===== src/rtl/program_loader.sv =====
// rtl/program_loader.sv - streams a length-prefixed, checksummed image into memory and verifies it by readback
module program_loader #(
    parameter int BASE_ADDR = 0
) (
    input  logic        clk,
    input  logic        rst,
    input  logic        start,
    input  logic        in_valid,
    input  logic [9:0]  in_data,
    output logic        in_ready,
    output logic        m_write,
    output logic [13:0] m_inaddr,
    output logic [9:0]  m_indata,
    output logic        m_read,
    output logic [13:0] m_outaddr,
    input  logic [9:0]  m_outdata,
    output logic        cpu_rst,
    output logic        done,
    output logic        error,
    output logic [9:0]  count
);

    typedef enum logic [2:0] {
        S_IDLE,
        S_LEN,
        S_DATA,
        S_CSUM,
        S_VERIFY,
        S_DONE,
        S_ERROR
    } state_t;

    localparam logic [13:0] BASE = 14'(BASE_ADDR);

    state_t      state;
    logic [9:0]  len_n;
    logic [9:0]  idx;
    logic [9:0]  sum;
    logic [9:0]  csum;
    logic [9:0]  rd_idx;
    logic [9:0]  samp_cnt;
    logic        samp_valid;
    logic [9:0]  rb_sum;

    logic        xfer;
    logic [14:0] len_last;
    logic        len_bad;
    logic [9:0]  rb_next;

    assign in_ready = (state == S_LEN) || (state == S_DATA) || (state == S_CSUM);
    assign xfer     = in_valid && in_ready;

    // One bit wider than the address so an image running past the top of memory is visible.
    assign len_last = {1'b0, BASE} + {5'b0, in_data} - 15'd1;
    assign len_bad  = (in_data == 10'd0) || (len_last > 15'd16383);
    assign rb_next  = rb_sum + m_outdata;

    always_ff @(posedge clk) begin
        if (rst) begin
            state      <= S_IDLE;
            m_write    <= 1'b0;
            m_inaddr   <= '0;
            m_indata   <= '0;
            m_read     <= 1'b0;
            m_outaddr  <= '0;
            cpu_rst    <= 1'b1;
            done       <= 1'b0;
            error      <= 1'b0;
            count      <= '0;
            len_n      <= '0;
            idx        <= '0;
            sum        <= '0;
            csum       <= '0;
            rd_idx     <= '0;
            samp_cnt   <= '0;
            samp_valid <= 1'b0;
            rb_sum     <= '0;
        end else begin
            m_write <= 1'b0;
            m_read  <= 1'b0;
            case (state)
                S_IDLE, S_DONE, S_ERROR: begin
                    if (start) begin
                        state   <= S_LEN;
                        count   <= '0;
                        sum     <= '0;
                        idx     <= '0;
                        done    <= 1'b0;
                        error   <= 1'b0;
                        cpu_rst <= 1'b1;
                    end
                end
                S_LEN: begin
                    if (xfer) begin
                        if (len_bad) begin
                            state   <= S_ERROR;
                            error   <= 1'b1;
                            cpu_rst <= 1'b1;
                        end else begin
                            len_n <= in_data;
                            state <= S_DATA;
                        end
                    end
                end
                S_DATA: begin
                    if (xfer) begin
                        m_write  <= 1'b1;
                        m_inaddr <= BASE + {4'b0, idx};
                        m_indata <= in_data;
                        count    <= count + 10'd1;
                        sum      <= sum + in_data;
                        idx      <= idx + 10'd1;
                        if (idx == len_n - 10'd1) begin
                            state <= S_CSUM;
                        end
                    end
                end
                S_CSUM: begin
                    if (xfer) begin
                        csum <= in_data;
                        if (in_data != sum) begin
                            state   <= S_ERROR;
                            error   <= 1'b1;
                            cpu_rst <= 1'b1;
                        end else begin
                            // First read goes out on the very first VERIFY cycle.
                            state      <= S_VERIFY;
                            m_read     <= 1'b1;
                            m_outaddr  <= BASE;
                            rd_idx     <= 10'd1;
                            samp_cnt   <= '0;
                            samp_valid <= 1'b0;
                            rb_sum     <= '0;
                        end
                    end
                end
                S_VERIFY: begin
                    // Read data lags the strobe by one cycle, so the sample qualifier is the delayed strobe.
                    samp_valid <= m_read;
                    if (rd_idx != len_n) begin
                        m_read    <= 1'b1;
                        m_outaddr <= BASE + {4'b0, rd_idx};
                        rd_idx    <= rd_idx + 10'd1;
                    end
                    if (samp_valid) begin
                        rb_sum   <= rb_next;
                        samp_cnt <= samp_cnt + 10'd1;
                        if (samp_cnt == len_n - 10'd1) begin
                            if (rb_next == csum) begin
                                state   <= S_DONE;
                                done    <= 1'b1;
                                cpu_rst <= 1'b0;
                            end else begin
                                state   <= S_ERROR;
                                error   <= 1'b1;
                                cpu_rst <= 1'b1;
                            end
                        end
                    end
                end
                default: begin
                    state <= S_IDLE;
                end
            endcase
        end
    end

endmodule


===== config.mk =====
export PLATFORM = sky130hd
export DESIGN_NAME = program_loader
export DESIGN_NICKNAME = d
export VERILOG_FILES = /design/src/rtl/program_loader.sv
export SDC_FILE = /design/constraint.sdc
export NUM_CORES = 1
export LEC_CHECK = 0
export ABC_AREA = 1
export BUFFER_PORTS_ARGS = -buffer_cell sky130_fd_sc_hd__buf_2
export CAP_MARGIN = 25
export CORE_MARGIN = 2
export CORE_UTILIZATION = 45
export DETAILED_ROUTE_END_ITERATION = 8
export MAX_ROUTING_LAYER = met4
export PLACE_DENSITY = 0.7
export SYNTH_ARGS = -nofsm -noshare
export SYNTH_HDL_FRONTEND = slang
export SYNTH_SLANG_ARGS = --single-unit

===== constraint.sdc =====
create_clock -name clk -period 3.2 [get_ports clk]
set_input_delay 0.32 -clock clk [delete_from_list [all_inputs] [get_ports clk]]
set_output_delay 0.32 -clock clk [all_outputs]
set_load 0.01 [all_outputs]

==> out/qor.yml <==
worstPathRequired_ps: 3500
clockBufferDepth: 2
powerDensity_mw_per_mm2: 675
htree_levels: 4
yosys.area.top_type: "dfxtp_1"
ys_types: 44
grt_pass1_vias: 6121
cp_cell_sequence: "ha_1, inv_1, fa_1, inv_1, nand3_1, nand2_1, nand2_1, nand2_1, nand2_1, nand2_1, nand2_1, nand2_1, nand2_1, nor2_1, nand3_1, nand3_1, nand3_1"
die_y_um: 126
cap_violations: 0
synth_top_area_frac: 0.358
antenna_cells: 0
p_leak_nw: 3.45
cp-end-kind: "flip-flop"
rsz0062_at_grt: "false"
seqPwrFrac: 0.327
synthToLayoutAreaGrowth_pct: 16.7
tns_ps: 0
p_int_mw: 3.38
die-area_mm2: 0.0158
drt_iter0_drc: 583
cts_hold_buffers: 0
cts_root_buf: "clkbuf_16"
fin_cells: 1254
hpwlAfterDp_mm: 13.0
holdWs_ps: 212
pin_count: 78
start_util: 0.459
syn_avg_cell_area_um2: 6.74
timing.slew.headroom: 0.553
port_buffers: 69
dpl_cell_area_mm2: 0.00714
synth_area_leaders: "dfxtp_1 (36%), nand2_1 (13%), a21oi_1 (8.1%)"
synthCells: 987
grt_start_max_net_pins: 44
setup_viol: 0
crit_buf_inv: 2
n_fill_cell: 1488
ys_seq_area_frac: 0.358
crit_top_cell: "nand2_1"
hold_viol_final: 0
critical_path_arrival_ps: 2800
die_x_um: 126
p_sw_mw: 1.86
cp-start-kind: "flip-flop"
cp_max_fo: 4
finalCritPeriodShare: 0.779
drv_slew: 0
clkSinkCount: 119
grt_overflow_total: 0
vias_per_cell: 5.32
antenna_left: 0
grt_pass1_wl_mm: 29.6
grt_usage: 0.239
max_freq_mhz: 401
tightest_slew_ps: 669
drt-wirelength-per-cell_um: 14.4
critPathTopFamily: "simple AND/OR/NAND/NOR gates"
yosys_register_bits: 119
cts_setup_buffers: 0
share_comb_of_total_power: 0.292
num_rows: 44
vias: 6675
fin_total_pwr_mw: 5.23
fin_skew_ps: 5.06
dpl.cell_count: 1223
max_stage_delay_ps: 380
swShare: 0.354
layout-drive-gt1-share: 0.142
antenna_found_initial: 0
coreArea_mm2: 0.0145
worst_hold_path_type: "primary input to flip-flop"
num-nets-final: 1107
route.detailed.drc: 0
syn_area_mm2: 0.00665
gp_congestion: 0.969
cts_buffers: 17
status: "finished, final reports clean"
fin_crit_ps: 2490
vdd_drop_max_mv: 0.602
slowest_stage: "fa_1"
cts_resized: 0
clk_latency_ps: 430
finish.instance_area_mm2: 0.00776
cts_tree: "yes"
clk_pin_slew_worst_paths_ps: 60
critical_path_class: "flip-flop to flip-flop"
power_frac_clock: 0.382
first_pass_iters: 7
wl_mm: 18.0
yosysWarnings: 0
## registers in the layout, summed over array words and instances, names as in the netlist, 3 cells and up
register	flops
csum	10
samp_cnt	10
m_indata	10
m_inaddr	10
idx	10
len_n	10
state	3
count	10
sum	10
m_outaddr	10
rb_sum	10
rd_idx	10
## worst min-delay path: cells and delay by family
kind                   cells  cell delay (ps)
buffers and inverters      1              130
and+or+nand+nor            2              160
## synth_stat cells (all sizes together)
library cell	count
nand4	15
nor4	7
ha	23
nand3	91
a21o	1
nor3	24
nand2	243
o21a	3
conb	1
and2	2
xnor2	1
clkbuf	17
nand3b	2
nor3b	3
dfxtp	119
a31oi	1
a211oi	1
or2	3
fa	2
o22ai	1
xor2	15
a22oi	2
o211ai	1
a21oi	108
o2111ai	1
buf	13
clkinv	3
inv	109
o21ai	65
nor2	110
## worst paths after layout
kind	cells after the start	end	start	slack, ps
worst max-delay path	17	cpu_rst	rb_sum[0]	710
worst min-delay path	3	m_indata[7]	in_data[7]	210
worst max register to register	17	cpu_rst	rb_sum[0]	710
worst min register to register	2	m_outaddr[3]	m_outaddr[3]	460
## cell families after synthesis
kind of cell / share of synthesized area
AO/OA/AOI/OAI: 0.143
adder cells (fa/ha/maj): 0.0493
AND/OR/NAND/NOR: 0.341
XOR/XNOR: 0.0211
buffers and inverters: 0.0864
flip-flops: 0.358
other: 0.000564
## cell usage in the layout, fill, tap and decap left out, drive strengths merged, types with 7 or more instances in the layout
cell | netlist | final
clkinv | 3 | 7
inv | 109 | 110
a21oi | 108 | 108
buf | 13 | 75
nor2 | 110 | 110
xor2 | 15 | 15
nand2 | 243 | 243
nor4 | 7 | 7
dfxtp | 119 | 119
clkbuf | 17 | 21
o21ai | 65 | 65
ha | 23 | 23
nand3 | 91 | 91
nor3 | 24 | 24
conb | 1 | 8
nand4 | 15 | 15
## stage by stage
stage          setup slack [ps]   util
2_1_floorplan              1130      -
3_5_place_dp                649  0.493
5_1_grt                     470  0.536
3_3_place_gp                689  0.493
6_report                    709  0.536
4_1_cts                     713  0.536
## routing by layer
metal  part of all wire  global-route usage  routed length (µm)
met3              0.061              0.0513                1110
met2               0.45               0.363                8130
met4              0.018              0.0817                 322
met1               0.47               0.317                8450
met5                  0                   -                   0
## power groups by stage
stage	clock, mW	sequential (mW)	combinational, mW
final	2.00	1.71	1.53
after detailed placement	0	1.73	1.52
after global placement	0	1.73	1.50
after floorplan	0	1.74	1.14
after CTS	2.02	1.71	1.52
after global routing	2.08	1.72	1.73
## layout make-up
type / instances / area [µm²] / area share
Clock buffer: 21 / 470 / 0.0607
Clock inverter: 10 / 145 / 0.0187
Inverter: 112 / 420 / 0.0542
Multi-Input combinational cell: 733 / 3720 / 0.479
Sequential cell: 119 / 2380 / 0.307
Tap cell: 184 / 230 / 0.0297
Timing Repair Buffer: 75 / 390 / 0.0503
No activity file was read; power rests on OpenSTA's default activity.
